File: src/rtl/prog_mem_loader.sv
// prog_mem_loader: assembles a serial byte stream (MSB first) into INSTR_WIDTH-bit
// instruction words and writes them to program memory from address 0, holding the CPU
// for the duration of the load.
// Optional feature: define OPCODE_CHECK_EN to reject words whose opcode is not in the
// legal set; an illegal word aborts the load and raises the sticky err flag.

`ifndef NOP
`define NOP  6'd0
`define ADD  6'd1
`define SUB  6'd2
`define ADDI 6'd3
`define SUBI 6'd4
`define BEQ  6'd5
`define BNE  6'd6
`define BGE  6'd7
`endif

module prog_mem_loader #(
    parameter int unsigned INSTR_WIDTH  = 24,
    parameter int unsigned ADDR_WIDTH   = 8,
    parameter int unsigned OPCODE_WIDTH = 6
) (
    input  logic                   clk,
    input  logic                   nReset,
    input  logic                   start,
    input  logic [ADDR_WIDTH-1:0]  len,
    input  logic [7:0]             byte_in,
    input  logic                   byte_valid,
    output logic                   byte_ready,
    output logic                   pm_we,
    output logic [ADDR_WIDTH-1:0]  pm_addr,
    output logic [INSTR_WIDTH-1:0] pm_wdata,
    output logic                   cpu_hold,
    output logic                   busy,
    output logic                   done,
    output logic                   err
);

    localparam int unsigned BPW = (INSTR_WIDTH + 7) / 8;
    localparam int unsigned SW  = 8 * BPW;
    localparam int unsigned BCW = (BPW > 1) ? $clog2(BPW) : 1;

`ifdef OPCODE_CHECK_EN
    localparam bit CHECK = 1'b1;
`else
    localparam bit CHECK = 1'b0;
`endif

    typedef enum logic [1:0] {IDLE, COLLECT, WRITE, DONE} state_t;

    state_t                  state, state_nx;
    logic [SW-1:0]           shreg;
    logic [BCW-1:0]          bcnt;
    logic [ADDR_WIDTH-1:0]   words_left;
    logic                    err_q;
    logic                    last_byte;
    logic                    opc_legal;
    logic                    word_ok;
    logic [OPCODE_WIDTH-1:0] opcode;

    assign last_byte = (bcnt == BCW'(BPW - 1));
    assign opcode    = shreg[INSTR_WIDTH-1 -: OPCODE_WIDTH];
    assign word_ok   = !CHECK || opc_legal;
    assign pm_wdata  = shreg[INSTR_WIDTH-1:0];
    assign err       = CHECK ? err_q : 1'b0;

    // Opcode legality against the picoMIPS instruction set
    always_comb begin
        opc_legal = 1'b0;
        case (opcode)
            OPCODE_WIDTH'(`NOP), OPCODE_WIDTH'(`ADD), OPCODE_WIDTH'(`SUB),
            OPCODE_WIDTH'(`ADDI), OPCODE_WIDTH'(`SUBI), OPCODE_WIDTH'(`BEQ),
            OPCODE_WIDTH'(`BNE), OPCODE_WIDTH'(`BGE): opc_legal = 1'b1;
            default: opc_legal = 1'b0;
        endcase
    end

    // State register
    always_ff @(posedge clk or negedge nReset) begin
        if (!nReset) state <= IDLE;
        else         state <= state_nx;
    end

    // Next-state and Moore outputs
    always_comb begin
        state_nx   = state;
        byte_ready = 1'b0;
        pm_we      = 1'b0;
        cpu_hold   = 1'b0;
        done       = 1'b0;
        busy       = (state != IDLE);
        case (state)
            IDLE: begin
                if (start) state_nx = (len == '0) ? DONE : COLLECT;
            end
            COLLECT: begin
                byte_ready = 1'b1;
                cpu_hold   = 1'b1;
                if (byte_valid && last_byte) state_nx = WRITE;
            end
            WRITE: begin
                cpu_hold = 1'b1;
                pm_we    = word_ok;
                if (!word_ok || words_left == ADDR_WIDTH'(1)) state_nx = DONE;
                else                                          state_nx = COLLECT;
            end
            DONE: begin
                done     = 1'b1;
                state_nx = IDLE;
            end
            default: state_nx = IDLE;
        endcase
    end

    // Word assembly, byte/word counters, write address and sticky error
    always_ff @(posedge clk or negedge nReset) begin
        if (!nReset) begin
            shreg      <= '0;
            bcnt       <= '0;
            words_left <= '0;
            pm_addr    <= '0;
            err_q      <= 1'b0;
        end else begin
            case (state)
                IDLE: begin
                    if (start) begin
                        words_left <= len;
                        pm_addr    <= '0;
                        err_q      <= 1'b0;
                        bcnt       <= '0;
                    end
                end
                COLLECT: begin
                    if (byte_valid) begin
                        // Shift-left form stays legal for BPW==1; surplus high bits fall off the top.
                        shreg <= (shreg << 8) | SW'(byte_in);
                        bcnt  <= last_byte ? '0 : bcnt + BCW'(1);
                    end
                end
                WRITE: begin
                    if (word_ok) begin
                        pm_addr    <= pm_addr + ADDR_WIDTH'(1);
                        words_left <= words_left - ADDR_WIDTH'(1);
                    end else begin
                        err_q <= 1'b1;
                    end
                end
                default: ;
            endcase
        end
    end

endmodule

File: config.mk
export PLATFORM = sky130hd
export DESIGN_NAME = prog_mem_loader
export DESIGN_NICKNAME = d
export VERILOG_FILES = /design/src/rtl/prog_mem_loader.sv
export SDC_FILE = /design/constraint.sdc
export NUM_CORES = 1
export LEC_CHECK = 0
export ABC_CLOCK_PERIOD_IN_PS = 2430
export BUFFER_PORTS_ARGS = -buffer_cell sky130_fd_sc_hd__buf_2
export CORE_AREA = 4 4 102 104
export DETAILED_ROUTE_END_ITERATION = 6
export DIE_AREA = 0 0 106 108
export PLACE_DENSITY = 0.48
export SLEW_MARGIN = 20
export SYNTH_ARGS = -nofsm -noshare
export SYNTH_HDL_FRONTEND = slang
export SYNTH_SLANG_ARGS = --single-unit
export TNS_END_PERCENT = 50
File: constraint.sdc
create_clock -name clk -period 2.43 [get_ports clk]
set_clock_uncertainty 0.15 [all_clocks]
set_input_delay 0.1215 -clock clk [delete_from_list [all_inputs] [get_ports clk]]
set_output_delay 0.1215 -clock clk [all_outputs]
set_load 0.05 [all_outputs]
==> run_results.csv, run 1 <==
group,metric,value,unit
layout,layout-drive-gt1-share,37.12,%
critical_path,critPathMaxStageDelay,0.49,ns
floorplanning,core,0.009549,sq mm
floorplanning,initial_core_util,22.29,%
timing,setup_viol,0,
critical_path,crit_required,2.46,ns
synth,synth_area_per_cell,11.08,sq um
synth,synth_warnings,0,
floorplanning,die_y,108,um
global_route,first_global_vias,1611,
place,portBuffers,56,
layout,final_common_cell,"buf_2",
place,dp_slack,0.4408,ns
floorplanning,rows,36,
routing,totalWireLength,4.937,mm
clock_tree,htreeDepth,2,
clock_tree,cts_tree,"built",
timing,maxSlewViolCount,0,
critical_path,crit_chain,"inv_1, ha_1, buf_4, inv_2, o21a_1, o22a_1",
power,p_sw_share,51.88,%
clock_tree,cts.sinks,44,
synth,ys_ff_latch,44,
clock_tree,clk_latency,0.29,ns
synth,synth_area_leaders,"dfrtp_1 52%, mux2_2 13%, ha_1 4.7%",
floorplanning,pin_count,58,
synth,synth_area,0.002128,sq mm
critical_path,crit_arrival,2.03,ns
timing,tightest_slew,0.5020,ns
clock_tree,clk_pin_slew_worst_paths,0.08,ns
synth,ys.flop_type,"dfrtp_1",
synth,synth_cell_types,37,
routing,drtIter0Drc,36,
worst_hold_path,hold_path_class,"in2reg",
synth,synth_area_leader_cell,"dfrtp_1",
layout,multiInputGateArea,955.9,sq um
clock_tree,cts_buffer_depth,2,
layout,final_core_util,29.04,%
timing,rsz0062_at_grt,"no",
power,p_leak,1.245,nW
critical_path,startpoint_type,"flop",
layout,fin_area,0.002773,sq mm
place,gp_congestion,0.7749,
global_route,grt_antenna_before_repair,0,
power,p_sw,2.144,mW
global_route,grtUsageTotal,8.835,%
power,combPwrFrac,57.8,%
critical_path,end_kind,"flop",
global_route,grt.overflow.total,0,
routing,wl_per_cell,12.44,um
synth,synth_edf_count,0,
critical_path,cp_max_fo,15,
global_route,grt_max_degree,25,
timing,setup_tns,0,ns
power,p_int,1.988,mW
timing,finalCriticalPeriod,2.001,ns
layout,diodes,0,
timing,hold_viol,0,
power,vdd_drop_max,0.4313,mV
timing,finalCritPeriodShare,82.33,%
layout,syn_to_final_growth,30.28,%
clock_tree,cts_buffers,5,
global_route,grt_pass1_wl,8.114,mm
floorplanning,die_w,106,um
status,status,"completed",
routing,ant_nets,0,
clock_tree,ctsResizeCount,0,
clock_tree,cts_setup_buffers,0,
critical_path,worst_path_max_delay_cell,"ha_1",
routing,vias_per_cell,4.126,
floorplanning,die_area,0.01145,sq mm
run,max_cap_viol_count,0,
power,clkPwrFrac,10.7,%
synth,syn_nets,220,
routing,first_pass_iters,4,
place,place_area,0.002571,sq mm
timing,finalWorstSetupSlack,0.4293,ns
layout,mostFrequentLayoutCells,"56 x buf_2, 44 x dfrtp_1, 25 x mux2_2",
timing,relSlewSlack,66.53,%
timing,timing.fmax,499.8,MHz
routing,vias,1638,
critical_path,criticalPathCategory,"reg2reg",
synth,synth_cells,192,
synth,async_flop_share,100.0,%
clock_tree,cts_root_buf,"clkbuf_8",
place,dp_hpwl,3.729,mm
layout,ff_latch_area,0.001101,sq mm
layout,finalNetCount,292,
routing,route.detailed.drc,0,
clock_tree,holdBufCountCts,12,
synth,synth_seq_area_share,51.73,%
layout,fillerInstances,1040,
power,p_seq_share,31.5,%
synth,synth_top_area_share,51.73,%
power,powerDensity,1490,mW/mm^2
==> worst max-delay path: cells and delay by family (launching register included) <==
family                     cells  cell delay [ns]
adders and majority gates      1             0.49
buffers and inverters          3             0.48
DFF                            1             0.40
AOI/OAI and AO/OA              2             0.36
==> layout make-up <==
class                      count  area share, %
multi-input combinational    132          34.48
inverter                       8          1.083
timing repair buffer          73          15.79
tap                          133          6.002
clock inverter                 2         0.4513
sequential                    44          39.71
clock buffer                   5          2.482
==> state kept, by name, indices dropped and copies added, names as in the netlist <==
signal and count:
words_left 8, pm_wdata 24, state 2, bcnt 2, pm_addr 8
==> path summary, 6_finish.rpt <==
| check | from | to | slack [ns] | depth (start not counted) |
|---|---|---|---|---|
| max in group asynchronous | nReset | words_left[2] | 1.49 | 3 |
| max | state[0] | words_left[3] | 0.43 | 6 |
| min reg2reg | pm_wdata[16] | pm_wdata[16] | 0.36 | 1 |
| min in group asynchronous | nReset | pm_wdata[3] | 0.11 | 2 |
| max reg2reg | state[0] | words_left[3] | 0.43 | 6 |
| min | len[2] | words_left[2] | 0.03 | 3 |
==> stage by stage <==
stage                     power [mW]  cells  hold slack [ns]
final                          4.133    397          0.02515
after global routing           4.435    397          0.02531
after CTS                      4.201    397          0.01174
after detailed placement       3.729    378          -0.1075
after global placement         3.700    378          -0.1101
after floorplan                3.171    192          -0.3241
==> per-layer routing <==
| metal | vias to the layer above | GRT usage, % | share of wire, % |
|---|---|---|---|
| met5 | - | 0 | 0 |
| met4 | 0 | 3.053 | 1.3 |
| met3 | 4 | 2.209 | 3.5 |
| met2 | 28 | 14.57 | 50 |
| met1 | 780 | 11.34 | 46 |
| li1 | 826 | - | - |
==> synthesized netlist by cell type, types with 2 or more instances <==
| master | number |
|---|---|
| buf_2 | 6 |
| nand2_1 | 15 |
| o21a_1 | 2 |
| ha_1 | 8 |
| a21oi_1 | 13 |
| nand3b_1 | 2 |
| nor3_1 | 4 |
| o21ai_0 | 4 |
| dfrtp_1 | 44 |
| mux2_2 | 25 |
| o22ai_1 | 2 |
| nand3_1 | 5 |
| o21ai_1 | 13 |
| a22o_1 | 3 |
| o211ai_1 | 2 |
| mux2i_1 | 5 |
| nand2b_1 | 2 |
| nor2_1 | 12 |
| inv_1 | 7 |
==> cells by family (layout without fill, tap and decap cells) <==
group                    Yosys count  count (layout)  synth area share [%]
flip-flops                        44              44                 51.73
multiplexers                      31              31                 16.23
AO/OA/AOI/OAI                     45              45                 12.70
AND/OR/NAND/NOR                   47              47                 11.11
buffers and inverters             16              88                 3.351
other                              1               1                0.1762
adder cells (fa/ha/maj)            8               8                 4.703
==> power groups by stage <==
| stage | clock [mW] | combinational (mW) | sequential (mW) |
|---|---|---|---|
| 5_1_grt | 0.494 | 2.58 | 1.36 |
| 3_3_place_gp | 0 | 2.39 | 1.31 |
| 3_5_place_dp | 0 | 2.41 | 1.32 |
| 4_1_cts | 0.468 | 2.43 | 1.31 |
| 2_1_floorplan | 0 | 1.10 | 2.07 |
| 6_report | 0.443 | 2.39 | 1.30 |
No activity file was read; power rests on OpenSTA's default activity.
==> run 2: changes to the inputs <==
--- a/config.mk
+++ b/config.mk
@@ -5,7 +5,7 @@
 export SDC_FILE = /design/constraint.sdc
 export NUM_CORES = 1
 export LEC_CHECK = 0
-export ABC_CLOCK_PERIOD_IN_PS = 2430
+export ABC_CLOCK_PERIOD_IN_PS = 2009
 export BUFFER_PORTS_ARGS = -buffer_cell sky130_fd_sc_hd__buf_2
 export CORE_AREA = 4 4 102 104
 export DETAILED_ROUTE_END_ITERATION = 6
==> constraint.sdc (replaced) <==
create_clock -name clk -period 2.01 [get_ports clk]
set_clock_uncertainty 0.15 [all_clocks]
set_input_delay 0.1005 -clock clk [delete_from_list [all_inputs] [get_ports clk]]
set_output_delay 0.1005 -clock clk [all_outputs]
set_load 0.05 [all_outputs]
==> run 2 against run 1 <==
Compared with the run above:
- register-to-register slack got worse by 0.23 ns
- worst setup slack got worse by 0.23 ns
- worst hold slack improved by 0.0019 ns
- largest power group unchanged
- highest routed layer unchanged
==> run_results.csv, run 2 (same netlist as run 1, synthesis figures left out) <==
group,metric,value,unit
routing,vias_per_cell,4.201,
routing,vias,1672,
power,powerDensity,1809,mW/mm^2
global_route,grt_max_degree,45,
clock_tree,cts_buffers,5,
place,gp_congestion,0.7953,
clock_tree,htreeDepth,2,
timing,relSlewSlack,61.52,%
status,status,"completed",
clock_tree,cts_buffer_depth,2,
timing,rsz0062_at_grt,"no",
floorplanning,die_area,0.01145,sq mm
critical_path,crit_buf_inv,1,
place,dp.cells,379,
timing,worst_hold_slack,0.02705,ns
layout,fin_area,0.002813,sq mm
layout,final_common_cell,"buf_2",
layout,finalNetCount,293,
critical_path,critPathMaxStageDelay,0.44,ns
layout,syn_to_final_growth,32.16,%
clock_tree,clk_latency,0.29,ns
global_route,grt_antenna_before_repair,0,
layout,fin_cells,398,
critical_path,crit_required,2.04,ns
global_route,grt.overflow.total,0,
power,vdd_drop_max,0.4493,mV
clock_tree,clk_pin_slew_worst_paths,0.08,ns
layout,largest_register_ff_count,24,
layout,mostFrequentLayoutCells,"56 x buf_2, 44 x dfrtp_1, 25 x mux2_2",
layout,diodes,0,
layout,ff_latch_area,0.001101,sq mm
floorplanning,rows,36,
layout,fillerInstances,1021,
timing,finalCriticalPeriod,1.815,ns
timing,setup_viol,0,
critical_path,critical-path-top-delay-family,"multiplexers",
power,p_leak,1.257,nW
clock_tree,cts_root_buf,"clkbuf_8",
floorplanning,pin_count,58,
timing,finalCritPeriodShare,90.30,%
routing,totalWireLength,4.859,mm
critical_path,startpoint_type,"flop",
critical_path,crit_chain,"inv_1, ha_2, mux2_2, nand2_1, mux2i_1, a22o_1",
routing,drtIter0Drc,83,
power,finalPower,5.088,mW
routing,wl_per_cell,12.21,um
routing,first_pass_iters,4,
floorplanning,die_w,106,um
global_route,first_global_vias,1571,
global_route,grt_pass1_wl,7.997,mm
global_route,grtUsageTotal,8.591,%
place,place_area,0.002606,sq mm
place,dp_hpwl,3.603,mm
floorplanning,initial_core_util,22.29,%
timing,maxSlewViolCount,0,
critical_path,crit_arrival,1.85,ns
timing,timing.fmax,551.0,MHz
timing,tightest_slew,0.5773,ns
layout,multiInputGateArea,963.4,sq um
critical_path,end_kind,"flop",
place,portBuffers,56,
worst_hold_path,hold_path_class,"in2reg",
clock_tree,cts_setup_buffers,0,
floorplanning,core,0.009549,sq mm
critical_path,worst_path_max_delay_cell,"mux2_2",
timing,hold_viol,0,
critical_path,cp_max_fo,7,
routing,route.detailed.drc,0,
routing,ant_nets,0,
floorplanning,die_y,108,um
layout,layout-drive-gt1-share,38.49,%
clock_tree,cts.sinks,44,
clock_tree,cts_tree,"built",
run,max_cap_viol_count,0,
critical_path,criticalPathCategory,"reg2reg",
run 2: cell types whose count changed in the layout (fill, tap and decap cells not counted), sizes merged:
cell,before,now
buf,61,62
run 2: where the power goes:
part | internal (mW) | switching, mW | leakage, nW
Clock | 0.236 | 0.297 | 0.0400
Combinational | 0.964 | 2.02 | 0.676
Sequential | 1.28 | 0.296 | 0.542
Total | 2.48 | 2.61 | 1.26
run 2: routing by layer:
layer | GRT usage [%] | routed length (um) | vias up
met1 | 11.62 | 2245 | 797
li1 | - | - | 828
met3 | 1.791 | 201 | 6
met4 | 2.498 | 67 | 0
met5 | 0 | 0 | -
met2 | 13.93 | 2345 | 41
run 2: through the flow:
stage / worst slack (ns) / utilization, % / TNS (ns)
floorplan: -0.03650 / - / -0.04788
CTS: 0.1477 / 29.40 / 0
global route: 0.06676 / 29.45 / 0
finish: 0.1950 / 29.45 / 0
global placement: 0.2078 / 27.29 / 0
detailed placement: 0.1683 / 27.29 / 0
run 2: worst paths after layout:
| check | from | endpoint | slack, ns | depth (start not counted) |
|---|---|---|---|---|
| worst max register to register | state[0] | pm_addr[2] | 0.20 | 6 |
| max in group asynchronous | nReset | state[1] | 1.04 | 3 |
| worst min-delay path | len[2] | words_left[2] | 0.03 | 3 |
| worst max-delay path | state[0] | pm_addr[2] | 0.20 | 6 |
| worst min register to register | pm_wdata[17] | pm_wdata[17] | 0.36 | 1 |
| min in group asynchronous | nReset | pm_wdata[10] | 0.28 | 3 |
run 2: area by class of cell:
class | count | area share [%]
clock inverter | 2 | 0.4448
clock buffer | 5 | 2.447
sequential | 44 | 39.15
tap | 133 | 5.916
timing repair buffer | 74 | 16.73
inverter | 8 | 1.068
multi-input combinational | 132 | 34.25
run 2: worst register-to-register path: stages, from the launching register on:
cell     delay (ns)
dfrtp_1        0.41
inv_1          0.13
ha_2           0.26
mux2_2         0.44
nand2_1        0.09
mux2i_1        0.06
a22o_1         0.18
run 2: what timing repair did:
item / CTS / global route
hold buffers: 12 / 0
endpoints found under the setup margin: 0 / 2
hold endpoints to repair: 55 / 0
gates resized for setup: 0 / 2
==> run 3: changes to the inputs <==
--- a/config.mk
+++ b/config.mk
@@ -7,10 +7,10 @@
 export LEC_CHECK = 0
 export ABC_CLOCK_PERIOD_IN_PS = 2009
 export BUFFER_PORTS_ARGS = -buffer_cell sky130_fd_sc_hd__buf_2
-export CORE_AREA = 4 4 102 104
+export CORE_AREA = 2 2 100 102
 export DETAILED_ROUTE_END_ITERATION = 6
-export DIE_AREA = 0 0 106 108
-export PLACE_DENSITY = 0.48
+export DIE_AREA = 0 0 102 104
+export PLACE_DENSITY_LB_ADDON = 0.3
 export SLEW_MARGIN = 20
 export SYNTH_ARGS = -nofsm -noshare
 export SYNTH_HDL_FRONTEND = slang
==> run 3 against run 2 <==
Compared with the run above:
- maximum frequency shrank 6.6%
- sequential share of layout area shrank 0.48 points
- die area down 7.3%
- sequential cell count did not move
- sequential power about the same
- wire length is 1.3% higher
- critical path depth fell by 1
- first-iteration DRC count down 23%
- highest routed layer unchanged
==> run_results.csv, run 3 (same netlist as run 1, synthesis figures left out) <==
group,metric,value,unit
status,status,"completed",
routing,totalWireLength,4.921,mm
critical_path,critPathMaxStageDelay,0.42,ns
floorplanning,initial_core_util,22.29,%
place,dp_hpwl,3.687,mm
power,finalPower,5.128,mW
critical_path,rr_worst_depth,6,
routing,vias_per_cell,4.259,
power,powerDensity,1801,mW/mm^2
clock_tree,cts_buffer_depth,2,
worst_hold_path,min_to,"words_left[6]",
critical_path,end_kind,"output port",
critical_path,ff2ff_setup_slack,0.12,ns
layout,diodes,0,
timing,tightest_slew,0.6370,ns
timing,relSlewSlack,57.53,%
timing,finalCriticalPeriod,1.943,ns
critical_path,crit_required,1.76,ns
layout,final_common_cell,"buf_2",
worst_hold_path,hold_path_class,"in2reg",
global_route,grt.overflow.total,0,
layout,finalNetCount,297,
routing,ant_nets,0,
clock_tree,clk_pin_slew_worst_paths,0.08,ns
clock_tree,htreeDepth,2,
critical_path,critical-path-top-delay-family,"buffers and inverters",
timing,maxSlewViolCount,0,
floorplanning,pin_count,58,
layout,syn_to_final_growth,33.80,%
worst_hold_path,hold_path_depth,3,
layout,mostFrequentLayoutCells,"55 x buf_2, 44 x dfrtp_1, 25 x mux2_2",
layout,largest_register_ff_count,24,
worst_hold_path,hold_start,"len[6]",
global_route,first_global_vias,1669,
routing,drtIter0Drc,64,
power,p_leak,1.276,nW
clock_tree,cts.sinks,44,
critical_path,crit_chain,"inv_1, ha_2, buf_4, buf_4, clkbuf_4",
routing,route.detailed.drc,0,
floorplanning,die_area,0.01061,sq mm
timing,hold_viol,0,
global_route,grt_antenna_before_repair,0,
critical_path,worst_path_max_delay_cell,"dfrtp_1",
critical_path,reg2reg_from,"state[0]",
critical_path,startpoint_type,"flop",
clock_tree,cts_buffers,5,
critical_path,r2r-end,"pm_addr[2]",
timing,setup_viol,0,
timing,finalCritPeriodShare,96.68,%
routing,vias,1712,
routing,wl_per_cell,12.24,um
critical_path,cp_max_fo,9,
layout,final_core_util,29.82,%
critical_path,crit_buf_inv,4,
place,dp.cells,381,
clock_tree,cts_root_buf,"clkbuf_8",
power,vdd_drop_max,0.7113,mV
floorplanning,die_y,104,um
critical_path,criticalPathCategory,"reg2out",
critical_path,crit_top_cell,"buf_4",
floorplanning,die_w,102,um
critical_path,crit_arrival,1.69,ns
global_route,grtUsageTotal,9.707,%
layout,layout-drive-gt1-share,38.29,%
timing,rsz0062_at_grt,"yes",
place,portBuffers,56,
timing,timing.fmax,514.6,MHz
floorplanning,core,0.009549,sq mm
routing,first_pass_iters,4,
timing,setup_tns,0,ns
place,gp_congestion,0.7366,
run,max_cap_viol_count,0,
floorplanning,rows,36,
clock_tree,cts_tree,"built",
layout,fin_cells,402,
clock_tree,clk_latency,0.29,ns
global_route,grt_max_degree,29,
global_route,grt_pass1_wl,8.252,mm
-- run 3: cell count changes in the layout (fill, tap and decap cells not counted) --
cell,delta
clkbuf_4,+1
ha_2,-1
buf_4,+2
buf_2,-1
ha_1,+1
dlygate4sd3_1,+2
-- run 3: worst max-delay path by stage --
| stage | cells past startpoint | startpoint | end | slack (ns) |
|---|---|---|---|---|
| global placement | 6 | state[0] | pm_addr[2] | 0.23 |
| global route | 5 | state[0] | pm_we | -0.03 |
| floorplan | 7 | state[0] | state[1] | -0.04 |
| finish | 5 | state[0] | pm_we | 0.07 |
| detailed placement | 6 | state[0] | pm_addr[2] | 0.14 |
| CTS | 5 | state[0] | pm_we | 0.02 |
-- run 3: timing repair --
item,CTS,global route
endpoints found under the hold margin,39,0
setup buffers,0,0
gates resized for setup,1,1
setup endpoints to repair,1,1
hold buffers,14,0
-- run 3: layout make-up --
| class | count | area, sq um |
|---|---|---|
| well taps | 133 | 166.4 |
| clock inverters | 2 | 12.51 |
| repair buffers | 78 | 508.0 |
| fillers | 1024 | 6701 |
| inverters | 8 | 30.03 |
| clock buffers | 5 | 68.82 |
| flip-flops and latches | 44 | 1101 |
| multi-input cells | 132 | 960.9 |
-- run 3: through the flow --
stage	hold WS [ns]	cell area (sq um)	setup slack, ns
after CTS	0.01032	2845	0.01809
after floorplan	-0.3451	2131	-0.03650
after global routing	0.03390	2848	-0.03138
after detailed placement	0.02072	2621	0.1398
after global placement	0.009947	2621	0.2280
final	0.02095	2848	0.06670
-- run 3: metal layers --
metal | share of wire (%) | GRT usage [%]
met2 | 48 | 15.27
met5 | 0 | 0
met3 | 3.7 | 2.218
met1 | 47 | 13.10
met4 | 1.3 | 3.143
-- run 3: worst min-delay path, stage by stage --
cell,delay (ns)
buf_2,0.09
o22ai_1,0.08
a2bb2oi_1,0.15
-- run 3: power by group --
group | leakage, nW | internal, mW | total (mW) | switching (mW)
clock network | 0.0400 | 0.236 | 0.532 | 0.296
registers | 0.542 | 1.28 | 1.58 | 0.300
logic | 0.694 | 0.982 | 3.02 | 2.03
